--- config.mk ---
export PLATFORM = sky130hd
export DESIGN_NAME = axi_rd_arbiter
export DESIGN_NICKNAME = d
export VERILOG_FILES = /design/src/rtl/axi_rd_pkg.sv /design/src/rtl/axi_rd_arbiter_rr_picker.sv /design/src/rtl/axi_rd_arbiter.sv
export SDC_FILE = /design/constraint.sdc
export NUM_CORES = 1
export LEC_CHECK = 0
export CORE_AREA = 2 2 230 232
export CTS_CLUSTER_SIZE = 14
export DETAILED_ROUTE_END_ITERATION = 12
export DIE_AREA = 0 0 232 234
export PLACE_DENSITY = 0.37
export SETUP_SLACK_MARGIN = 0.05
export SYNTH_ARGS = -nofsm -noshare
export SYNTH_HDL_FRONTEND = slang
export SYNTH_HIERARCHICAL = 1
export SYNTH_SLANG_ARGS = --single-unit
--- constraint.sdc ---
create_clock -name ACLK -period 4.1 [get_ports ACLK]
set_input_delay 0.615 -clock ACLK [delete_from_list [all_inputs] [get_ports ACLK]]
set_output_delay 0.615 -clock ACLK [all_outputs]
set_load 0.1 [all_outputs]
--- src/rtl/axi_rd_pkg.sv ---
// Shared types and constants for the AXI read arbiter.
package axi_rd_pkg;

    localparam int unsigned AXI_ADDR_W = 40;
    localparam int unsigned AXI_DATA_W = 128;
    localparam int unsigned AXI_ID_W   = 4;

    localparam logic [1:0] BURST_FIXED = 2'b00;
    localparam logic [1:0] BURST_INCR  = 2'b01;
    localparam logic [1:0] BURST_WRAP  = 2'b10;

    localparam logic [1:0] RESP_OKAY   = 2'b00;
    localparam logic [1:0] RESP_EXOKAY = 2'b01;
    localparam logic [1:0] RESP_SLVERR = 2'b10;
    localparam logic [1:0] RESP_DECERR = 2'b11;

    typedef struct packed {
        logic [AXI_ID_W-1:0]   id;
        logic [AXI_ADDR_W-1:0] addr;
        logic [7:0]            len;
        logic [2:0]            size;
        logic [1:0]            burst;
    } ar_req_t;

    typedef struct packed {
        logic [AXI_ID_W-1:0]   id;
        logic [AXI_DATA_W-1:0] data;
        logic [1:0]            resp;
        logic                  last;
    } r_beat_t;

    typedef enum logic [1:0] {
        StIdle,
        StAddr,
        StData
    } arb_state_e;

endpackage

--- src/rtl/axi_rd_arbiter_rr_picker.sv ---
// Combinational round-robin picker: first requester after last_i, wrapping.
module rr_picker #(
    parameter int unsigned NUM_MST = 2,
    parameter int unsigned IDX_W   = 1
) (
    input  logic [NUM_MST-1:0] req_i,
    input  logic [IDX_W-1:0]   last_i,
    output logic [NUM_MST-1:0] gnt_oh_o,
    output logic [IDX_W-1:0]   gnt_idx_o
);

    int unsigned cand;

    // Walk from lowest to highest priority so the highest-priority hit is written last.
    always_comb begin
        gnt_oh_o  = '0;
        gnt_idx_o = '0;
        cand      = 0;
        for (int unsigned k = NUM_MST; k >= 1; k--) begin
            cand = (32'(last_i) + k) % NUM_MST;
            if (req_i[cand]) begin
                gnt_oh_o       = '0;
                gnt_oh_o[cand] = 1'b1;
                gnt_idx_o      = IDX_W'(cand);
            end
        end
    end

endmodule

--- src/rtl/axi_rd_arbiter.sv ---
// N-master to one-slave AXI read arbiter, one burst in flight, with length and stall monitors.
module axi_rd_arbiter
    import axi_rd_pkg::*;
#(
    parameter int unsigned NUM_MST     = 2,
    parameter int unsigned ADDR_WIDTH  = 40,
    parameter int unsigned DATA_WIDTH  = 128,
    parameter int unsigned ID_WIDTH    = 4,
    parameter int unsigned STALL_LIMIT = 1024
) (
    input  logic                  ACLK,
    input  logic                  ARESETn,
    input  ar_req_t [NUM_MST-1:0] m_ar,
    input  logic    [NUM_MST-1:0] m_ar_valid,
    output logic    [NUM_MST-1:0] m_ar_ready,
    output r_beat_t [NUM_MST-1:0] m_r,
    output logic    [NUM_MST-1:0] m_r_valid,
    input  logic    [NUM_MST-1:0] m_r_ready,
    output ar_req_t               s_ar,
    output logic                  s_ar_valid,
    input  logic                  s_ar_ready,
    input  r_beat_t               s_r,
    input  logic                  s_r_valid,
    output logic                  s_r_ready,
    output logic                  err_len,
    output logic                  err_stall,
    input  logic                  err_clr
);

    localparam int unsigned IdxW   = (NUM_MST > 1) ? $clog2(NUM_MST) : 1;
    localparam int unsigned StallW = $clog2(STALL_LIMIT + 1);
    localparam logic [StallW-1:0] StallMax = StallW'(STALL_LIMIT);

    // Struct widths are fixed by the package; the parameters must agree with it.
    if (ADDR_WIDTH != AXI_ADDR_W || DATA_WIDTH != AXI_DATA_W || ID_WIDTH != AXI_ID_W)
    begin : g_width_chk
        $error("axi_rd_arbiter: width parameters disagree with axi_rd_pkg");
    end
    if (NUM_MST < 2 || NUM_MST > 8) begin : g_mst_chk
        $error("axi_rd_arbiter: NUM_MST must be 2..8");
    end

    arb_state_e          state_q, state_d;
    logic [IdxW-1:0]     grant_q, grant_d;
    logic [IdxW-1:0]     last_q, last_d;
    logic [7:0]          len_q, len_d;
    logic [7:0]          beat_q, beat_d;
    logic [StallW-1:0]   stall_q, stall_d;
    logic                err_len_q, err_len_d;
    logic                err_stall_q, err_stall_d;
    logic [NUM_MST-1:0]  pick_oh;
    logic [IdxW-1:0]     pick_idx;
    logic                ar_hs, r_hs, len_bad, stall_hit;

    rr_picker #(
        .NUM_MST (NUM_MST),
        .IDX_W   (IdxW)
    ) u_rr_picker (
        .req_i     (m_ar_valid),
        .last_i    (last_q),
        .gnt_oh_o  (pick_oh),
        .gnt_idx_o (pick_idx)
    );

    assign ar_hs     = s_ar_valid & s_ar_ready;
    assign r_hs      = s_r_valid & s_r_ready;
    assign err_len   = err_len_q;
    assign err_stall = err_stall_q;

    // Channel routing: only the granted master is connected, and only in its phase.
    always_comb begin
        s_ar       = '0;
        s_ar_valid = 1'b0;
        s_r_ready  = 1'b0;
        m_ar_ready = '0;
        m_r        = '0;
        m_r_valid  = '0;
        unique case (state_q)
            StAddr: begin
                s_ar                = m_ar[grant_q];
                s_ar_valid          = 1'b1;
                m_ar_ready[grant_q] = s_ar_ready;
            end
            StData: begin
                m_r[grant_q]       = s_r;
                m_r_valid[grant_q] = s_r_valid;
                s_r_ready          = m_r_ready[grant_q];
            end
            default: ;
        endcase
    end

    // Next-state: arbitration, beat/stall counting and sticky error flags.
    always_comb begin
        state_d   = state_q;
        grant_d   = grant_q;
        last_d    = last_q;
        len_d     = len_q;
        beat_d    = beat_q;
        stall_d   = stall_q;
        len_bad   = 1'b0;
        stall_hit = 1'b0;
        unique case (state_q)
            StIdle: begin
                if (|pick_oh) begin
                    grant_d = pick_idx;
                    state_d = StAddr;
                end
            end
            StAddr: begin
                if (ar_hs) begin
                    len_d   = s_ar.len;
                    beat_d  = '0;
                    stall_d = '0;
                    state_d = StData;
                end
            end
            StData: begin
                if (r_hs) begin
                    beat_d  = beat_q + 8'd1;
                    stall_d = '0;
                    // The slave's RLAST is authoritative for the FSM; mismatch is only flagged.
                    len_bad = s_r.last != (beat_q == len_q);
                    if (s_r.last) begin
                        last_d  = grant_q;
                        state_d = StIdle;
                    end
                end else if (stall_q != StallMax) begin
                    stall_d   = stall_q + StallW'(1);
                    stall_hit = (stall_q == StallMax - StallW'(1));
                end
            end
            default: state_d = StIdle;
        endcase
        // A set event in the same cycle as err_clr wins.
        err_len_d   = len_bad   ? 1'b1 : (err_clr ? 1'b0 : err_len_q);
        err_stall_d = stall_hit ? 1'b1 : (err_clr ? 1'b0 : err_stall_q);
    end

    // State registers; reset abandons any burst and restarts arbitration at master 0.
    always_ff @(posedge ACLK or negedge ARESETn) begin
        if (!ARESETn) begin
            state_q     <= StIdle;
            grant_q     <= '0;
            last_q      <= IdxW'(NUM_MST - 1);
            len_q       <= '0;
            beat_q      <= '0;
            stall_q     <= '0;
            err_len_q   <= 1'b0;
            err_stall_q <= 1'b0;
        end else begin
            state_q     <= state_d;
            grant_q     <= grant_d;
            last_q      <= last_d;
            len_q       <= len_d;
            beat_q      <= beat_d;
            stall_q     <= stall_d;
            err_len_q   <= err_len_d;
            err_stall_q <= err_stall_d;
        end
    end

endmodule

==> flow_metrics.tcl, run 1 <==
set metrics [dict create \
    grt_pass1_vias 6290 \
    yosysMostFrequentCell "and3_1" \
    ant_nets 0 \
    cts_resized 0 \
    postCtsSetupRepairBufs 0 \
    drt-total-wl_um 38200 \
    hold_buffers 0 \
    grt_pass1_wl_um 49300 \
    total_power_mw 8.60 \
    syn_nets 871 \
    utilization_pct 20.3 \
    yosys_warnings 6 \
    power_density_nw_per_um2 813 \
    grt_overflow_total 0 \
    synth-seq-area-share_pct 18.3 \
    dr_total_vias 6625 \
    met3_usage_pct 6.77 \
    clkTransAtPathRegs_ns 0.05 \
    port_buffers 592 \
    die_x_um 232 \
    ys_seq_elements 33 \
    syn_area_per_cell_um2 7.39 \
    synth_edf_count 0 \
    fmax_mhz 319 \
    start_util_pct 8.67 \
    grt.total_usage_pct 12.8 \
    synth_common_cells "141 x and3_1, 138 x and2_1, 64 x nor2_1, 60 x mux2i_1, 47 x clkbuf_1" \
    dp.cells 1840 \
    setup_violations 0 \
    wl_per_cell_um 20.5 \
    place.gp.congestion 0.800 \
    tns_ns 0 \
    nNetsFinal 1420 \
    synth_cells 610 \
    synth_top_area_cell "and3_1" \
    gr-usage-met1_pct 15.7 \
    cts_tree "done" \
    synthArstFlopShare_pct 100 \
    ios 593 \
    tightest_slew_ns 0.987 \
    clk_latency_ns 0.28 \
    finalCritPeriodShare_pct 76.4 \
    grt_max_degree 111 \
    dieArea_um2 54300 \
    drive_above_1_share_pct 31.8 \
    met2_usage_pct 19.9 \
    regArea_um2 831 \
    required_ns 3.48 \
    status "completed" \
    core_um2 52000 \
    synth_area_leaders "and3_1 20%, and2_1 19%, dfrtp_1 18%" \
    antenna_found_initial 22 \
    worst_clock_skew_ns 0.00415 \
    rsz0062_at_grt "no" \
    num_rows 84 \
    leakagePower_nw 5.37 \
    path_class "register to output pin" \
    whs_path_depth 2 \
    nFillCells 5843 \
    cts_buffers 5 \
    slew_headroom_pct 34.0 \
    firstDrtPassIters 4 \
    root_buffer "clkbuf_16" \
    ys.flop_type "dfrtp_1" \
    crit_fanout 46 \
    hpwl_um 32600 \
    period_needed_ns 3.13 \
    synth_area_um2 4510 \
    rr_worst_depth 6 \
    routed_via_density 3.56 \
    grt.busiest_layer "met2" \
    hold_path.class "register to register" \
    cp_data_arrival_time_ns 2.52 \
    multiInputGateArea_um2 3420 \
    cts_sinks 33 \
    cp-start-kind "register" \
    finalHoldViolCount 0 \
    h-tree-depth 2 \
    drt_iter0_markers 378 \
    synth.distinct_cells 50 \
    drv_cap 0 \
    die_y_um 234 \
    drc 0 \
    clockBufferDepth 2 \
    crit_path_end_kind "output pin" \
    drv_slew 0 \
    syn2layout_area_growth_pct 135 \
    stdcell_count 1860 \
    peakVddDrop_mv 0.251 \
    yosys.area.top_type_share_pct 19.6 \
]
## sequential cells by signal, indices dropped and copies added (netlist names)
name       flops
err_len        1
stall_q       11
state_q        2
len_q          8
err_stall      1
last_q         1
beat_q         8
grant_q        1
## final timing paths
path,startpoint,slack (ns),endpoint
max,grant_q$_DFFE_PN0P_,0.97,m_r[113]
min,err_len$_DFFE_PN0P_,0.50,err_len$_DFFE_PN0P_
max reg2reg,state_q[0]$_DFFE_PN0P_,1.27,beat_q[5]$_DFFE_PN0P_
min reg2reg,err_len$_DFFE_PN0P_,0.50,err_len$_DFFE_PN0P_
max in group asynchronous,ARESETn,2.98,grant_q$_DFFE_PN0P_
min in group asynchronous,ARESETn,0.77,stall_q[4]$_DFFE_PN0P_
## cells in the final DEF (no fill, tap or decap), types with 3 or more instances in the layout
cell type	count
xnor2_1	9
nand2_1	12
o21ai_0	7
a21boi_1	4
and2_1	138
diode_2	12
nand4_1	5
inv_1	6
nor2_1	64
buf_4	336
o31ai_1	3
ha_1	3
or4_1	3
buf_12	8
and3_1	141
clkdlybuf4s50_1	259
or3_1	3
nand3_1	5
clkbuf_16	5
mux2i_1	60
a21oi_1	4
a22o_1	9
dfrtp_1	31
nor3_1	4
## per-layer routing
layer | share of wire [%] | vias up
li1 | - | 3219
met1 | 39 | 3029
met2 | 45 | 305
met3 | 13 | 48
met4 | 1.5 | 24
met5 | 0.39 | -
## final cells by class
class                      instances  share of cell area [%]
antenna                           12                   0.284
tap                              688                    8.14
clock inverter                     2                  0.0946
inverter                           7                   0.248
timing repair buffer             603                    49.9
multi-input combinational        509                    32.3
sequential                        33                    7.85
clock buffer                       6                    1.22
## metrics by stage
step                      cell area, µm²  hold slack, ns  setup WS, ns
after floorplan                     4510           0.319          1.02
after global routing               10600           0.533         0.771
after CTS                          10500           0.514         0.838
after detailed placement           10400           0.499         0.953
after global placement             10400           0.509          1.01
final                              10600           0.495         0.969
## worst max-delay path, cell delays in order, from the launching register on
cell and delay, ns:
dfrtp_4 0.75, nor2_4 0.58, buf_4 0.37, and2_1 0.20, buf_4 0.30
## report_power, final
group          internal, mW  switching, mW  total [mW]
combinational          1.67           5.97        7.64
clock                 0.223          0.134       0.357
sequential            0.412          0.193       0.605
## cell families after synthesis
logic type	share of synthesized area [%]
buffers and inverters	6.10
flip-flops	18.3
multiplexers	14.5
AND/OR/NAND/NOR	51.1
adder cells (fa/ha/maj)	0.832
XOR/XNOR	2.14
AO/OA/AOI/OAI	7.02
Power figures use the tool's default switching activity.
==> run 2, diff against run 1 <==
Clock period 4.1 ns to 3.2 ns, I/O delays scaled along.
==> run 2 against run 1 <==
  * Final cell count down 0.22%
  * Worst hold slack better by 0.0074 ns
  * Power up 45%
  * Global-route usage up 1.4 points
  * Critical path depth unchanged
  * First-iteration DRC count down 26%
  * Non-clock buffer count up 1
  * Combinational power up 48%
  * Core utilization up 5.6 points
  * Clock power up 43%
  * Wire length up 9.5%
  * Sequential cell count unchanged
==> flow_metrics.tcl, run 2 (synthesis gave the netlist of run 1 again) <==
set metrics [dict create \
    drive_above_1_share_pct 32.1 \
    critical_path.cell_chain "and2b_4 > buf_12 > and3_1 > buf_12" \
    die_y_um 234 \
    worst_clock_skew_ns 0.00373 \
    clkTransAtPathRegs_ns 0.05 \
    drt_iter0_markers 281 \
    largest_register "stall_q" \
    drc 0 \
    grt.total_usage_pct 14.2 \
    drt-total-wl_um 41800 \
    grt_overflow_total 0 \
    clk_latency_ns 0.28 \
    start_util_pct 8.67 \
    whs_path_depth 2 \
    cts_sinks 33 \
    num_rows 84 \
    multiInputGateArea_um2 3420 \
    root_buffer "clkbuf_16" \
    postCtsSetupRepairBufs 0 \
    drv_cap 0 \
    firstDrtPassIters 4 \
    antenna_found_initial 9 \
    critPathSlowestCell "and2b_4" \
    cts_tree "done" \
    tns_ns 0 \
    hold_buffers 0 \
    cts_buffers 5 \
    rsz0062_at_grt "no" \
    crit_path_frequent_cell "buf_12" \
    core_um2 52000 \
    path_class "register to output pin" \
    cp_data_arrival_time_ns 2.35 \
    ant_nets 0 \
    crit_path_end_kind "output pin" \
    grt_pass1_vias 6417 \
    port_buffers 592 \
    crit_path_max_incr_delay_ns 0.69 \
    syn2layout_area_growth_pct 199 \
    finalHoldViolCount 0 \
    peakVddDrop_mv 0.343 \
    regArea_um2 831 \
    period_needed_ns 2.83 \
    crit_fanout 57 \
    die_x_um 232 \
    rr_worst_depth 4 \
    status "completed" \
    ios 593 \
    reg.largest.list "stall_q x11, beat_q x8, len_q x8" \
    nNetsFinal 1421 \
    required_ns 2.72 \
    h-tree-depth 2 \
    grt_max_degree 151 \
    layout_common_cells "257 x clkdlybuf4s50_1, 239 x buf_12, 141 x and3_1, 138 x and2_1, 108 x buf_4" \
    nFillCells 5544 \
    routed_via_density 3.59 \
    worst-path-buf-inv 2 \
    grt_pass1_wl_um 54200 \
    final_common_cell "clkdlybuf4s50_1" \
    finalCritPeriodShare_pct 88.5 \
    largest_register_ffs 11 \
    hpwl_um 36100 \
    cp_num_cells 4 \
    place.gp.congestion 0.802 \
    dr_total_vias 6665 \
    total_power_mw 12.5 \
    drv_slew 0 \
    cp-start-kind "register" \
    clockBufferDepth 2 \
    slew_headroom_pct 56.3 \
    hold_path.class "register to register" \
    tightest_slew_ns 0.655 \
    leakagePower_nw 6.04 \
    dieArea_um2 54300 \
    path_delay_family "simple AND/OR/NAND/NOR gates" \
    power_density_nw_per_um2 927 \
    wl_per_cell_um 22.5 \
    cts_resized 0 \
    fmax_mhz 353 \
    setup_violations 0 \
]
run 2: changes by cell type in the layout (fill, tap and decap cells not counted):
cell / change
buf_12: +231
buf_4: -228
diode_2: -5
clkbuf_8: +2
clkdlybuf4s50_1: -2
clkbuf_1: -1
clkinv_2: -1
run 2: final timing paths:
kind	end	from	slack, ns
worst min register to register	err_len$_DFFE_PN0P_	err_len$_DFFE_PN0P_	0.50
worst min-delay path	err_len$_DFFE_PN0P_	err_len$_DFFE_PN0P_	0.50
worst max register to register	beat_q[5]$_DFFE_PN0P_	state_q[0]$_DFFE_PN0P_	1.03
min in group asynchronous	stall_q[0]$_DFFE_PN0P_	ARESETn	0.58
max in group asynchronous	stall_q[6]$_DFFE_PN0P_	ARESETn	1.87
worst max-delay path	m_r[241]	state_q[0]$_DFFE_PN0P_	0.37
run 2: per-stage QoR:
step	std cells	cell area, µm²	hold slack (ns)	setup slack (ns)	utilization, %
3_3_place_gp	1841	13300	0.496	0.686	25.6
5_1_grt	1849	13500	0.534	0.292	25.9
6_report	1856	13500	0.503	0.369	25.9
2_1_floorplan	610	4510	0.184	0.254	-
4_1_cts	1849	13500	0.513	0.367	25.9
3_5_place_dp	1841	13300	0.501	0.673	25.6
run 2: layer usage:
metal	global-route usage [%]	routed length (µm)	up-vias
met5	0	101	-
met4	1.92	480	16
met3	4.82	4260	37
met2	23.4	19900	299
met1	18.3	17100	3095
li1	-	-	3218
run 2: power breakdown:
| part | total, mW | switching (mW) | internal (mW) |
|---|---|---|---|
| logic | 11.3 | 8.06 | 3.22 |
| clock network | 0.510 | 0.181 | 0.329 |
| registers | 0.702 | 0.172 | 0.530 |
| total | 12.5 | 8.41 | 4.08 |
run 2: cell type report:
type	count	share of cell area (%)
Timing Repair Buffer	604	60.6
Clock inverter	1	0.0371
Clock buffer	7	1.13
Tap cell	688	6.39
Inverter	7	0.195
Sequential cell	33	6.16
Antenna cell	7	0.130
Multi-Input combinational cell	509	25.3
run 2: worst min-delay path, cell delays in order (launching register included):
cell and delay, ns:
dfrtp_1 0.34, nand2b_1 0.06, nand3_1 0.07
